### config.mk
export PLATFORM = sky130hd
export DESIGN_NAME = ff_excitation_driver
export DESIGN_NICKNAME = d
export VERILOG_FILES = /design/src/rtl/ff_exc_pkg.sv /design/src/rtl/ff_exc_checker.sv /design/src/rtl/ff_excitation_driver.sv
export SDC_FILE = /design/constraint.sdc
export NUM_CORES = 1
export LEC_CHECK = 0
export ABC_CLOCK_PERIOD_IN_PS = 1400
export BUFFER_PORTS_ARGS = -buffer_cell sky130_fd_sc_hd__buf_4
export CAP_MARGIN = 20
export CORE_MARGIN = 4
export CORE_UTILIZATION = 47
export DETAILED_ROUTE_END_ITERATION = 7
export GPL_TIMING_DRIVEN = 1
export PLACE_DENSITY = 0.75
export SLEW_MARGIN = 10
export SYNTH_ARGS = -nofsm -noshare
export SYNTH_HDL_FRONTEND = slang
export SYNTH_HIERARCHICAL = 1
export SYNTH_SLANG_ARGS = --single-unit
### constraint.sdc
create_clock -name clk -period 1.4 [get_ports clk]
set_clock_uncertainty 0.2 [all_clocks]
set_input_delay 0.07 -clock clk [delete_from_list [all_inputs] [get_ports clk]]
set_output_delay 0.07 -clock clk [all_outputs]
set_load 0.02 [all_outputs]
### src/rtl/ff_exc_pkg.sv
// Shared definitions for the flip-flop excitation driver and its checker.
package ff_exc_pkg;

  typedef enum logic {
    ST_IDLE  = 1'b0,
    ST_SHIFT = 1'b1
  } state_e;

  // One cycle of excitation for the SR, JK and T flip-flops
  typedef struct packed {
    logic s;
    logic r;
    logic j;
    logic k;
    logic t;
  } exc_t;

  // Reset excitation clears SR and JK and holds T
  localparam exc_t EXC_RST = '{s: 1'b0, r: 1'b1, j: 1'b0, k: 1'b1, t: 1'b0};

  localparam int unsigned CHECK_LAT_MIN = 1;
  localparam int unsigned CHECK_LAT_MAX = 4;

  // Keep the check latency inside the supported delay-line depth
  function automatic int unsigned clamp_lat(input int unsigned lat);
    if (lat < CHECK_LAT_MIN) return CHECK_LAT_MIN;
    if (lat > CHECK_LAT_MAX) return CHECK_LAT_MAX;
    return lat;
  endfunction

endpackage

### src/rtl/ff_exc_checker.sv
// Delays {active,d} by CHECK_LAT cycles, compares against q_fb and counts mismatches.
module ff_exc_checker
  import ff_exc_pkg::*;
#(
  parameter int unsigned ERR_W     = 8,
  parameter int unsigned CHECK_LAT = 1
) (
  input  logic             clk,
  input  logic             rst_n,
  input  logic             i_active,
  input  logic             i_d,
  input  logic             i_q_fb,
  input  logic             i_clr_err,
  output logic             o_mismatch,
  output logic [ERR_W-1:0] o_err_cnt
);

  localparam int unsigned LAT = clamp_lat(CHECK_LAT);
  localparam logic [ERR_W-1:0] CNT_MAX = '1;

  logic [LAT-1:0]   r_dly_act;
  logic [LAT-1:0]   r_dly_d;
  logic             r_mismatch;
  logic [ERR_W-1:0] r_err_cnt;
  logic             w_fail;

  // Oldest stage of the delay line is bit LAT-1
  assign w_fail = r_dly_act[LAT-1] && (i_q_fb != r_dly_d[LAT-1]);

  // Delay line for the expected bit and its qualifier
  always_ff @(posedge clk or negedge rst_n) begin
    if (!rst_n) begin
      r_dly_act <= '0;
      r_dly_d   <= '0;
    end else begin
      r_dly_act <= LAT'({r_dly_act, i_active});
      r_dly_d   <= LAT'({r_dly_d, i_d});
    end
  end

  // Mismatch pulse and saturating counter; clear wins over a same-cycle count
  always_ff @(posedge clk or negedge rst_n) begin
    if (!rst_n) begin
      r_mismatch <= 1'b0;
      r_err_cnt  <= '0;
    end else begin
      r_mismatch <= w_fail;
      if (i_clr_err) begin
        r_err_cnt <= '0;
      end else if (w_fail && (r_err_cnt != CNT_MAX)) begin
        r_err_cnt <= r_err_cnt + 1'b1;
      end
    end
  end

  assign o_mismatch = r_mismatch;
  assign o_err_cnt  = r_err_cnt;

endmodule

### src/rtl/ff_excitation_driver.sv
// Serialises target words MSB-first into SR/JK/T excitation and checks the returned q.
module ff_excitation_driver
  import ff_exc_pkg::*;
#(
  parameter int unsigned WIDTH     = 8,
  parameter int unsigned ERR_W     = 8,
  parameter int unsigned CHECK_LAT = 1
) (
  input  logic             clk,
  input  logic             rst_n,
  input  logic             i_in_valid,
  input  logic [WIDTH-1:0] i_in_data,
  output logic             o_in_ready,
  output logic             o_s,
  output logic             o_r,
  output logic             o_j,
  output logic             o_k,
  output logic             o_t,
  output logic             o_active,
  output logic             o_word_done,
  input  logic             i_q_fb,
  input  logic             i_clr_err,
  output logic             o_mismatch,
  output logic [ERR_W-1:0] o_err_cnt
);

  localparam int unsigned IDX_W = (WIDTH > 2) ? $clog2(WIDTH) : 1;
  localparam logic [IDX_W-1:0] IDX_LAST = IDX_W'(WIDTH - 1);

  state_e           r_state;
  state_e           w_state_nxt;
  logic [IDX_W-1:0] r_idx;
  logic [IDX_W-1:0] w_idx_nxt;
  logic [WIDTH-1:0] r_sh;
  logic [WIDTH-1:0] w_sh_nxt;
  logic             r_q_model;
  exc_t             r_exc;
  logic             r_active;
  logic             r_word_done;
  logic             r_in_ready;
  logic             w_accept;
  logic             w_drive;
  logic             w_d;

  // r_sh[WIDTH-1] is the bit currently on the excitation outputs
  assign w_accept = i_in_valid && r_in_ready;

  // Next-state, shift and bit-index logic
  always_comb begin
    w_state_nxt = r_state;
    w_idx_nxt   = r_idx;
    w_sh_nxt    = r_sh;
    w_drive     = 1'b0;
    w_d         = 1'b0;
    case (r_state)
      ST_IDLE: begin
        if (w_accept) begin
          w_state_nxt = ST_SHIFT;
          w_idx_nxt   = IDX_LAST;
          w_sh_nxt    = i_in_data;
          w_drive     = 1'b1;
          w_d         = i_in_data[WIDTH-1];
        end
      end
      ST_SHIFT: begin
        if (r_idx != '0) begin
          w_idx_nxt = r_idx - 1'b1;
          w_sh_nxt  = r_sh << 1;
          w_drive   = 1'b1;
          w_d       = r_sh[WIDTH-2];
        end else if (w_accept) begin
          w_idx_nxt = IDX_LAST;
          w_sh_nxt  = i_in_data;
          w_drive   = 1'b1;
          w_d       = i_in_data[WIDTH-1];
        end else begin
          w_state_nxt = ST_IDLE;
        end
      end
      default: begin
        w_state_nxt = ST_IDLE;
      end
    endcase
  end

  // State, shift register, bit index and registered ready
  always_ff @(posedge clk or negedge rst_n) begin
    if (!rst_n) begin
      r_state    <= ST_IDLE;
      r_idx      <= '0;
      r_sh       <= '0;
      r_in_ready <= 1'b1;
    end else begin
      r_state    <= w_state_nxt;
      r_idx      <= w_idx_nxt;
      r_sh       <= w_sh_nxt;
      r_in_ready <= (w_state_nxt == ST_IDLE) || (w_idx_nxt == '0);
    end
  end

  // Excitation registers; when idle SR/JK hold and T is released so the flip-flops keep state
  always_ff @(posedge clk or negedge rst_n) begin
    if (!rst_n) begin
      r_exc       <= EXC_RST;
      r_q_model   <= 1'b0;
      r_active    <= 1'b0;
      r_word_done <= 1'b0;
    end else if (w_drive) begin
      r_exc.s     <= w_d;
      r_exc.r     <= ~w_d;
      r_exc.j     <= w_d;
      r_exc.k     <= ~w_d;
      r_exc.t     <= w_d ^ r_q_model;
      r_q_model   <= w_d;
      r_active    <= 1'b1;
      r_word_done <= (w_idx_nxt == '0);
    end else begin
      r_exc.t     <= 1'b0;
      r_active    <= 1'b0;
      r_word_done <= 1'b0;
    end
  end

  ff_exc_checker #(
    .ERR_W     (ERR_W),
    .CHECK_LAT (CHECK_LAT)
  ) u_checker (
    .clk        (clk),
    .rst_n      (rst_n),
    .i_active   (r_active),
    .i_d        (r_exc.s),
    .i_q_fb     (i_q_fb),
    .i_clr_err  (i_clr_err),
    .o_mismatch (o_mismatch),
    .o_err_cnt  (o_err_cnt)
  );

  assign o_in_ready  = r_in_ready;
  assign o_s         = r_exc.s;
  assign o_r         = r_exc.r;
  assign o_j         = r_exc.j;
  assign o_k         = r_exc.k;
  assign o_t         = r_exc.t;
  assign o_active    = r_active;
  assign o_word_done = r_word_done;

endmodule

==> results.py <==
metrics = {
    "run_status": {
        "run_status": "finished, violations left",
        "violations": "negative setup slack",
    },
    "clock_tree": {
        "tritoncts": "built",
        "htree_levels": 1,
        "numCtsBuffers": 3,
        "root_buffer": "clkbuf_4",
        "cts.path.max_buffers": 2,
        "clock_sinks": 27,
        "clkSlewWorstSetupHoldPaths_ns": 0.15,
        "clock_latency_ns": 0.32,
    },
    "logic_synthesis": {
        "synth_edf_count": 0,
        "yosysWarnings": 6,
        "synth_compound_area_share_pct": 13.85,
        "synthSimpleGateAreaFrac_pct": 17.38,
        "synth_xor_area_share_pct": 2.509,
        "synth_top_family_by_area": "simple AND/OR/NAND/NOR gates",
        "synth_cell_type_count": 36,
        "synthMuxAreaShare_pct": 8.271,
        "yosysSeqAreaShare_pct": 50.37,
        "syn_inst": 129,
        "syn_nets": 145,
        "ys_ff_latch": 27,
        "yosysTopAreaCellShare_pct": 46.47,
        "yosys.area_share.adder_pct": 2.788,
        "synth_commonest_cells": "25 x dfrtp_1, 11 x nor2_1, 10 x mux2i_1, 10 x nand3_1, 10 x o21ai_0",
        "yosysMostFrequentCell": "dfrtp_1",
        "syn_area_sq_mm": 0.001346,
        "yosysTopAreaCell": "dfrtp_1",
        "synth_area_leaders": "dfrtp_1 46%, mux2i_1 7.4%, dfstp_2 3.9%",
        "synth_area_per_cell_sq_um": 10.44,
        "synth-async-reset-ratio_pct": 100.0,
        "ys.flop_type": "dfrtp_1",
    },
    "critical_path": {
        "crit_start": "u_checker/o_err_cnt[1]",
        "critPathBufInv": 0,
        "cp-endpoint": "u_checker/o_err_cnt[4]",
        "crit_cells": 5,
        "cp_cell_sequence": "ha_4 -> nand4_1 -> nor2_1 -> mux2i_1 -> nor2_1",
        "critPathMostFrequentCell": "nor2_1",
        "cp-start-kind": "flip-flop",
        "worstPathArrival_ns": 1.57,
        "crit_type": "reg -> reg",
        "cpLargestDelayFamily": "simple AND/OR/NAND/NOR gates",
        "cp_slowest_cell": "dfrtp_2",
        "r2r_cells": 5,
        "reg2reg_setup_slack_ns": -0.14,
        "path_max_fanout": 5,
        "cp.required_ns": 1.43,
        "rr_endpoint": "u_checker/o_err_cnt[4]",
        "end_kind": "flip-flop",
        "reg2reg_from": "u_checker/o_err_cnt[1]",
        "slowest_delay_ns": 0.43,
    },
    "layout": {
        "fin_cells": 230,
        "diodes": 0,
        "final_cell_area_sq_mm": 0.002158,
        "multiInputGateArea_sq_um": 802.0,
        "syn_to_final_growth_pct": 60.32,
        "drive_above_1_share_pct": 56.78,
        "n_fill_cell": 185,
        "final-seq-area_sq_um": 685.7,
        "fin_nets": 216,
    },
    "grt": {
        "met1_usage_pct": 23.00,
        "grt_pass1_vias": 1372,
        "grt_start_max_net_pins": 28,
        "gr-usage-met3_pct": 3.145,
        "use_met2_pct": 43.35,
        "grt_pass1_wl_um": 6085,
        "grt-busiest-layer": "met2",
        "grt.overflow.total": 0,
        "grt_use_total_pct": 21.85,
        "antenna_found_initial": 0,
    },
    "sta": {
        "slew_violations": 0,
        "fin_crit_sh_pct": 110.1,
        "hold_slack_ns": 0.02147,
        "final_hold_viol_count": 0,
        "rsz0062_at_grt": "yes",
        "slew_headroom_pct": 76.93,
        "final.setup.worst_slack_ns": -0.1417,
        "max_freq_ghz": 0.6486,
        "max_slew.worst_pin.slew_ns": 0.3461,
        "min_period_ns": 1.542,
        "finalSetupViolations": 20,
    },
    "drt": {
        "vias": 1299,
        "wl_um": 3843,
        "drt_iter0_drc": 42,
        "via_per_inst": 5.648,
        "avgRoutedWirePerCell_um": 16.71,
        "remaining_drc_errors": 0,
        "first_pass_iters": 4,
        "final_antenna_net_count": 0,
    },
    "floorplanning": {
        "fp.dieH_um": 61.52,
        "coreArea_sq_mm": 0.002758,
        "row_count": 19,
        "fp.dieW_um": 61.52,
        "start_util_pct": 48.82,
        "dieArea_sq_mm": 0.003785,
        "io_pins": 30,
    },
    "power_and_ir_drop": {
        "leakage_nw": 0.9590,
        "total_power_mw": 3.857,
        "vdd_drop_max_v": 0.001587,
        "p_per_area_mw_per_mm2": 1787,
    },
    "placement": {
        "placed_cells": 203,
        "gp_congestion": 0.9235,
        "dpl-instance-area_sq_mm": 0.001750,
        "io_buffers": 29,
        "hpwl_um": 2350,
    },
    "min_path": {
        "hold_path_class": "in -> reg",
    },
    "flow_run": {
        "maxCapViolations": 0,
    },
}
[logic make-up (layout without fill, tap and decap cells)]
logic type | Yosys count | count (layout)
and+or+nand+nor | 46 | 48
AOI/OAI and AO/OA | 28 | 28
DFF | 27 | 27
muxes | 11 | 11
buffers and inverters | 11 | 79
adders and majority gates | 3 | 3
xor gates and xnor gates | 3 | 3
[routing by layer]
metal | wire (um) | vias to the layer above
met4 | 72 | 0
met1 | 1446 | 642
li1 | - | 600
met2 | 2154 | 45
met5 | 0 | -
met3 | 170 | 12
[report_power, final]
part / internal, mW / switching [mW]
Clock: 0.107 / 0.233
Sequential: 1.06 / 0.240
Combinational: 1.09 / 1.13
Total: 2.25 / 1.60
[through the flow]
| stage | TNS (ns) | setup WS, ns | utilization (%) |
|---|---|---|---|
| floorplan | -0.8085 | -0.1502 | - |
| global route | -2.496 | -0.2204 | 78.27 |
| global placement | -0.6876 | -0.08738 | 63.48 |
| CTS | -1.226 | -0.1317 | 74.18 |
| detailed placement | -1.525 | -0.1371 | 63.48 |
| finish | -1.502 | -0.1417 | 78.27 |
[repair_timing]
action / in CTS / in global routing
endpoints found under the setup margin: 25 / 27
hold buffers: 12 / 0
pin swaps: 26 / 16
endpoints found under the hold margin: 46 / 0
gates resized for setup: 24 / 25
setup buffers: 7 / 4
gates cloned: 2 / 0
[cells in the final DEF (no fill, tap or decap), types with 3 or more instances in the layout]
cell            n
clkbuf_4        3
dfrtp_2         6
buf_4          50
dfrtp_1        19
o21ai_2         5
nor3_4          3
inv_1           3
nand4_1         3
dlygate4sd3_1  12
a21oi_2         6
nand3_1        10
nand2_1         7
mux2i_2         3
nor2_1         10
buf_6           8
o21ai_1         3
mux2i_1         6
[cell type report]
| class | instances | share of cell area (%) |
|---|---|---|
| clock inverters | 1 | 0.2319 |
| flip-flops and latches | 27 | 31.77 |
| multi-input cells | 93 | 37.16 |
| inverters | 5 | 0.8696 |
| well taps | 31 | 1.797 |
| clock buffers | 3 | 1.043 |
| repair buffers | 70 | 27.13 |
[flip-flops by register name, summed over array words and instances, names as in the netlist]
register and flops:
u_checker/o_err_cnt 8, r_sh 7, r_idx 3, o_active 1, o_in_ready 1, o_j 1
o_k 1, o_t 1, o_word_done 1, u_checker/o_mismatch 1, u_checker/r_dly_act 1, u_checker/r_dly_d 1
[worst min-delay path by stage]
stage | start | end | depth (start not counted)
after floorplan | rst_n | o_active | 0
after global placement | rst_n | u_checker/o_mismatch | 1
after detailed placement | rst_n | u_checker/o_mismatch | 1
after CTS | i_q_fb | u_checker/o_mismatch | 4
after global routing | i_q_fb | u_checker/o_mismatch | 4
final | i_q_fb | u_checker/o_err_cnt[0] | 5
[tightest hold or removal path, cell delays in order]
cell      delay, ns
buf_4          0.12
xor2_2         0.08
o211ai_2       0.09
xor2_1         0.07
nor2_1         0.08
No activity file was read; power rests on OpenSTA's default activity.
